==> src/rtl/pc_stack_seq_if.sv <==
// pc_stack_seq_if: sequencer bus; master drives stall/jump/call/ret controls and target, slave returns prog_ctr and stack status
interface pc_stack_seq_if #(
  parameter int D = 12,
  parameter int STK_DEPTH = 4
);
  localparam int CW = $clog2(STK_DEPTH + 1);
  logic stall;
  logic reljump_en;
  logic absjump_en;
  logic call_en;
  logic ret_en;
  logic [D-1:0] target;
  logic [D-1:0] prog_ctr;
  logic [CW-1:0] stk_count;
  logic stk_full;
  logic stk_empty;
  logic stk_err;
  modport master (
    output stall, reljump_en, absjump_en, call_en, ret_en, target,
    input prog_ctr, stk_count, stk_full, stk_empty, stk_err
  );
  modport slave (
    input stall, reljump_en, absjump_en, call_en, ret_en, target,
    output prog_ctr, stk_count, stk_full, stk_empty, stk_err
  );
endinterface

==> src/rtl/pc_stack_seq.sv <==
// pc_stack_seq: PC sequencer with return-address stack; ports clk, reset (async high), bus (controls in, prog_ctr/stack status out)
module pc_stack_seq #(
  parameter int D = 12,
  parameter int STK_DEPTH = 4
) (
  input logic clk,
  input logic reset,
  pc_stack_seq_if.slave bus
);
  localparam int CW = $clog2(STK_DEPTH + 1);
  logic [D-1:0] pc_q, pc_d, pc_inc, top;
  logic [CW-1:0] cnt_q, cnt_d;
  logic err_q, err_d, full, empty, do_ret, do_call, push, pop, fault;
  logic [D-1:0] stk_q [STK_DEPTH];
  always_comb begin
    full = cnt_q == CW'(STK_DEPTH);
    empty = cnt_q == '0;
    pc_inc = pc_q + 1'b1;
    top = '0;
    for (int i = 0; i < STK_DEPTH; i++) top = (cnt_q == CW'(i + 1)) ? stk_q[i] : top;
    do_ret = !bus.stall && bus.ret_en;
    do_call = !bus.stall && !bus.ret_en && bus.call_en;
    pop = do_ret && !empty;
    push = do_call && !full;
    fault = (do_ret && empty) || (do_call && full);
    pc_d = bus.stall ? pc_q :
           bus.ret_en ? (empty ? pc_inc : top) :
           bus.call_en ? (full ? pc_inc : bus.target) :
           bus.absjump_en ? bus.target :
           bus.reljump_en ? pc_q + bus.target :
           pc_inc;
    cnt_d = pop ? cnt_q - 1'b1 : push ? cnt_q + 1'b1 : cnt_q;
    err_d = err_q || fault;
  end
  always_ff @(posedge clk or posedge reset) begin
    if (reset) begin
      pc_q <= '0;
      cnt_q <= '0;
      err_q <= 1'b0;
    end else begin
      pc_q <= pc_d;
      cnt_q <= cnt_d;
      err_q <= err_d;
    end
  end
  always_ff @(posedge clk) begin
    for (int i = 0; i < STK_DEPTH; i++) if (!reset && push && cnt_q == CW'(i)) stk_q[i] <= pc_inc;
  end
  assign bus.prog_ctr = pc_q;
  assign bus.stk_count = cnt_q;
  assign bus.stk_full = full;
  assign bus.stk_empty = empty;
  assign bus.stk_err = err_q;
endmodule
==> src/flat_wrapper.sv <==
// flat-port wrapper written by rule: the top's interface ports become plain ports
module pc_stack_seq_flat 
#(
  parameter int D = 12,
  parameter int STK_DEPTH = 4
)
  (clk, reset, bus_stall, bus_reljump_en, bus_absjump_en, bus_call_en, bus_ret_en, bus_target, bus_prog_ctr, bus_stk_count, bus_stk_full, bus_stk_empty, bus_stk_err);
  pc_stack_seq_if #(.D(D), .STK_DEPTH(STK_DEPTH)) bus_i ();
  input logic clk;
  input logic reset;
  input wire logic [$bits(bus_i.stall)-1:0] bus_stall;
  input wire logic [$bits(bus_i.reljump_en)-1:0] bus_reljump_en;
  input wire logic [$bits(bus_i.absjump_en)-1:0] bus_absjump_en;
  input wire logic [$bits(bus_i.call_en)-1:0] bus_call_en;
  input wire logic [$bits(bus_i.ret_en)-1:0] bus_ret_en;
  input wire logic [$bits(bus_i.target)-1:0] bus_target;
  output wire logic [$bits(bus_i.prog_ctr)-1:0] bus_prog_ctr;
  output wire logic [$bits(bus_i.stk_count)-1:0] bus_stk_count;
  output wire logic [$bits(bus_i.stk_full)-1:0] bus_stk_full;
  output wire logic [$bits(bus_i.stk_empty)-1:0] bus_stk_empty;
  output wire logic [$bits(bus_i.stk_err)-1:0] bus_stk_err;
  assign bus_i.stall = bus_stall;
  assign bus_i.reljump_en = bus_reljump_en;
  assign bus_i.absjump_en = bus_absjump_en;
  assign bus_i.call_en = bus_call_en;
  assign bus_i.ret_en = bus_ret_en;
  assign bus_i.target = bus_target;
  assign bus_prog_ctr = bus_i.prog_ctr;
  assign bus_stk_count = bus_i.stk_count;
  assign bus_stk_full = bus_i.stk_full;
  assign bus_stk_empty = bus_i.stk_empty;
  assign bus_stk_err = bus_i.stk_err;
  pc_stack_seq #(.D(D), .STK_DEPTH(STK_DEPTH)) u_core (.clk(clk), .reset(reset), .bus(bus_i));
endmodule
==> config.mk <==
export PLATFORM = sky130hd
export DESIGN_NAME = pc_stack_seq_flat
export DESIGN_NICKNAME = d
export VERILOG_FILES = /design/src/rtl/pc_stack_seq_if.sv /design/src/rtl/pc_stack_seq.sv /design/src/flat_wrapper.sv
export SDC_FILE = /design/constraint.sdc
export NUM_CORES = 1
export LEC_CHECK = 0
export ABC_AREA = 1
export CAP_MARGIN = 0
export CORE_MARGIN = 2
export CORE_UTILIZATION = 50
export CTS_CLUSTER_DIAMETER = 150
export DETAILED_ROUTE_END_ITERATION = 8
export GPL_ROUTABILITY_DRIVEN = 0
export PLACE_DENSITY = 0.71
export SETUP_SLACK_MARGIN = 0.4
export SYNTH_ARGS = -nofsm -noshare
export SYNTH_HDL_FRONTEND = slang
export SYNTH_SLANG_ARGS = --single-unit
==> constraint.sdc <==
create_clock -name clk -period 5.45 [get_ports clk]
set_input_delay 0.8175 -clock clk [delete_from_list [all_inputs] [get_ports clk]]
set_output_delay 0.8175 -clock clk [all_outputs]
set_load 0.005 [all_outputs]
==> flow_results.xml <==
<?xml version="1.0" encoding="UTF-8"?>
<metrics>
  <group name="yosys">
    <metric name="synth_enable_flop_cells" unit="">48</metric>
    <metric name="synth_area_per_cell" unit="um2">8.13</metric>
    <metric name="synth-seq-cells" unit="">64</metric>
    <metric name="ys_async_sr_fraction" unit="%">25.0</metric>
    <metric name="synth-warning-count" unit="">0</metric>
    <metric name="netlist_area" unit="mm2">0.00418</metric>
    <metric name="synth_top_flop_cell" unit="">sky130_fd_sc_hd__edfxtp_1</metric>
    <metric name="synthDistinctLibCells" unit="">40</metric>
    <metric name="synthCells" unit="">514</metric>
    <metric name="syn_nets" unit="">552</metric>
    <metric name="seq_area_frac_synth" unit="%">44.1</metric>
  </group>
  <group name="global_routing">
    <metric name="number_of_antenna_violations_at_the_first_check_in_global_routing" unit="">0</metric>
    <metric name="global_route.overflow_total" unit="">0</metric>
    <metric name="pin_count_of_the_biggest_net_entering_global_routing" unit="">24</metric>
    <metric name="first_global_vias" unit="">3567</metric>
    <metric name="global_route.usage.total" unit="%">26.4</metric>
    <metric name="grt_pass1_wl" unit="mm">18.0</metric>
  </group>
  <group name="layout">
    <metric name="antenna_cell_count" unit="">0</metric>
    <metric name="layout-drive-gt1-share" unit="%">6.91</metric>
    <metric name="final_common_cell" unit="">sky130_fd_sc_hd__nand2_1</metric>
    <metric name="most_used_cells_in_the_layout_excluding_fill_and_tap_cells" unit="">sky130_fd_sc_hd__nand2_1, sky130_fd_sc_hd__nand3_1, sky130_fd_sc_hd__inv_1</metric>
    <metric name="final_net_count" unit="">583</metric>
    <metric name="design_area" unit="mm2">0.00478</metric>
    <metric name="area_delta_synth_final" unit="%">14.6</metric>
  </group>
  <group name="timing">
    <metric name="clock_skew" unit="ns">0.00753</metric>
    <metric name="rsz0062_at_grt" unit="">false</metric>
    <metric name="tightest_slew" unit="ns">0.995</metric>
    <metric name="hold_violations" unit="">0</metric>
    <metric name="finalWorstPathRequiredPeriod" unit="ns">3.83</metric>
    <metric name="timing.slew.headroom" unit="%">33.4</metric>
    <metric name="finalWorstSetupSlack" unit="ns">1.62</metric>
    <metric name="final.hold.worst_slack" unit="ns">0.544</metric>
    <metric name="report.final.setup_viol" unit="">0</metric>
    <metric name="final.period_utilization" unit="%">70.2</metric>
    <metric name="maxSlewViolCount" unit="">0</metric>
    <metric name="maxClockFrequency" unit="MHz">261</metric>
    <metric name="finalSetupTns" unit="ns">0</metric>
  </group>
  <group name="status">
    <metric name="result_of_the_run" unit="">complete, no violations</metric>
  </group>
  <group name="worst_setup_path">
    <metric name="worstReg2RegEnd" unit="">u_core.stk_q[3][5]</metric>
    <metric name="highest_net_fanout_along_the_worst_path" unit="">23</metric>
    <metric name="critical_path_class" unit="">reg -&gt; out</metric>
    <metric name="timing.critical_path.from_type" unit="">flop</metric>
    <metric name="worst_ep_required_time" unit="ns">4.63</metric>
    <metric name="worst-endpoint-arrival" unit="ns">3.01</metric>
    <metric name="setup.worst_path.end_class" unit="">output port</metric>
    <metric name="r2r_startpoint" unit="">u_core.bus.stk_count[0]</metric>
    <metric name="timing.reg2reg.setup_slack" unit="ns">1.70</metric>
    <metric name="reg2reg_depth" unit="">7</metric>
  </group>
  <group name="routing">
    <metric name="met1Wirelength" unit="mm">4.63</metric>
    <metric name="route.vias.total" unit="">3692</metric>
    <metric name="drt-vias-per-instance" unit="">5.64</metric>
    <metric name="total_wirelength" unit="mm">11.2</metric>
    <metric name="routed-wl-met3" unit="um">702</metric>
    <metric name="postRouteAntennaNets" unit="">0</metric>
    <metric name="highest_layer" unit="">met4</metric>
    <metric name="route.detailed.wl_per_inst" unit="um">17.0</metric>
    <metric name="drc" unit="">0</metric>
    <metric name="drt_first_iter_violations" unit="">365</metric>
    <metric name="dr_wl_met2" unit="mm">5.47</metric>
    <metric name="drtPass1Iterations" unit="">5</metric>
  </group>
  <group name="clock_network">
    <metric name="post_cts_resize_count" unit="">0</metric>
    <metric name="clock-sinks" unit="">64</metric>
    <metric name="insertion_delay_of_the_later_clocked_pin_in_the_worst_skew_pair" unit="ns">0.33</metric>
    <metric name="clock_edge_transition_at_the_registers_on_the_reported_setup_and_hold_paths" unit="ns">0.06</metric>
    <metric name="cts.repair_timing.setup_buffer_count" unit="">0</metric>
    <metric name="tritoncts_clock_tree" unit="">built</metric>
    <metric name="cts_hold_buffers_added" unit="">0</metric>
    <metric name="clk_root_buffer_cell" unit="">sky130_fd_sc_hd__clkbuf_8</metric>
    <metric name="cts-htree-levels" unit="">3</metric>
    <metric name="tritoncts_buffer_count" unit="">9</metric>
    <metric name="clk_path_buf_depth" unit="">2</metric>
  </group>
  <group name="power_and_ir_drop">
    <metric name="p_leak" unit="nW">2.03</metric>
    <metric name="vdd_drop_max" unit="V">0.000184</metric>
    <metric name="powerDensity" unit="mW/mm2">493</metric>
  </group>
  <group name="die">
    <metric name="number_of_cell_rows" unit="">33</metric>
    <metric name="core_area" unit="mm2">0.00818</metric>
    <metric name="initial_utilization" unit="%">51.1</metric>
    <metric name="die_area" unit="mm2">0.00910</metric>
    <metric name="fp.dieH" unit="um">95.4</metric>
    <metric name="io_pins" unit="">37</metric>
    <metric name="floorplan.die.width" unit="um">95.4</metric>
  </group>
  <group name="hold_path">
    <metric name="worstHoldEndpoint" unit="">u_core.bus.stk_err</metric>
    <metric name="hold_path_startpoint" unit="">u_core.bus.stk_err</metric>
    <metric name="worst_hold_path.num_cells" unit="">2</metric>
    <metric name="worstHoldPathType" unit="">reg -&gt; reg</metric>
  </group>
  <group name="job">
    <metric name="maxCapViolCount" unit="">0</metric>
  </group>
  <group name="placed_design">
    <metric name="detailedPlacementHpwl" unit="mm">8.46</metric>
    <metric name="post-place-ws" unit="ns">1.66</metric>
    <metric name="post_dp_cell_area" unit="mm2">0.00459</metric>
    <metric name="placement.io_buffers" unit="">36</metric>
  </group>
</metrics>
## cell usage after synthesis (6+ instances only)
| cell | number | area (um2) |
|---|---|---|
| sky130_fd_sc_hd__a21oi_1 | 30 | 150 |
| sky130_fd_sc_hd__a22oi_1 | 7 | 52.6 |
| sky130_fd_sc_hd__buf_2 | 9 | 45.0 |
| sky130_fd_sc_hd__dfrtp_1 | 16 | 400 |
| sky130_fd_sc_hd__edfxtp_1 | 48 | 1440 |
| sky130_fd_sc_hd__ha_1 | 18 | 225 |
| sky130_fd_sc_hd__inv_1 | 52 | 195 |
| sky130_fd_sc_hd__nand2_1 | 128 | 480 |
| sky130_fd_sc_hd__nand3_1 | 56 | 280 |
| sky130_fd_sc_hd__nor2_1 | 33 | 124 |
| sky130_fd_sc_hd__o211ai_1 | 13 | 97.6 |
| sky130_fd_sc_hd__o21ai_0 | 28 | 140 |
| sky130_fd_sc_hd__o21ai_1 | 8 | 40.0 |
| sky130_fd_sc_hd__xnor2_1 | 6 | 52.6 |
## power breakdown
| part | total, mW | switching (mW) | internal [mW] |
|---|---|---|---|
| sequential | 0.782 | 0.135 | 0.647 |
| combinational | 1.18 | 0.732 | 0.450 |
| clock | 0.392 | 0.169 | 0.224 |
## layout make-up
class / instances / area (um2)
clock inverter: 3 / 42.5
tap: 105 / 131
inverter: 59 / 221
timing repair buffer: 39 / 383
fill: 741 / 3390
clock buffer: 13 / 149
sequential: 64 / 1840
multi-input combinational: 372 / 2020
## worst max path at each step
stage	start	endpoint	slack (ns)	depth (start not counted)
2_1_floorplan	bus_call_en	u_core.stk_q[2][0]	2.64	5
3_3_place_gp	bus_call_en	u_core.stk_q[0][6]	1.87	5
3_5_place_dp	bus_call_en	u_core.stk_q[0][6]	1.66	5
4_1_cts	u_core.bus.stk_count[0]	bus_stk_full	1.66	5
5_1_grt	u_core.bus.stk_count[0]	u_core.stk_q[0][10]	1.31	7
6_report	u_core.bus.stk_count[0]	bus_stk_full	1.62	5
## flip-flops by register name, summed over array words and instances, names as in the netlist
| register | cells |
|---|---|
| u_core.bus.prog_ctr | 12 |
| u_core.stk_q | 48 |
| u_core.bus.stk_err | 1 |
| u_core.bus.stk_count | 3 |
## layer usage
metal | track usage [%] | vias to the layer above
li1 | - | 1815
met1 | 34.4 | 1693
met2 | 44.5 | 156
met3 | 4.03 | 28
met4 | 10.1 | 0
met5 | 0 | -
## cell families after synthesis
| logic type | after synthesis | synth area share, % |
|---|---|---|
| buffers and inverters | 78 | 7.64 |
| AO/OA/AOI/OAI | 98 | 13.6 |
| AND/OR/NAND/NOR | 241 | 25.3 |
| flip-flops | 64 | 44.1 |
| XOR/XNOR | 14 | 3.48 |
| adder cells (fa/ha/maj) | 19 | 5.87 |
## per-stage QoR
stage,util [%],power [mW],cells
2_1_floorplan,-,1.54,514
3_3_place_gp,56.2,1.94,639
3_5_place_dp,56.2,1.96,639
4_1_cts,58.5,2.36,655
5_1_grt,58.5,2.54,655
6_report,58.5,2.36,655
## worst max-delay path: stages (launching register included)
cell	delay (ns)
sky130_fd_sc_hd__dfrtp_1	0.43
sky130_fd_sc_hd__inv_1	0.14
sky130_fd_sc_hd__ha_1	0.27
sky130_fd_sc_hd__nand2_1	0.46
sky130_fd_sc_hd__inv_1	0.74
sky130_fd_sc_hd__clkdlybuf4s50_1	0.64
(Power assumes the default switching activity.)
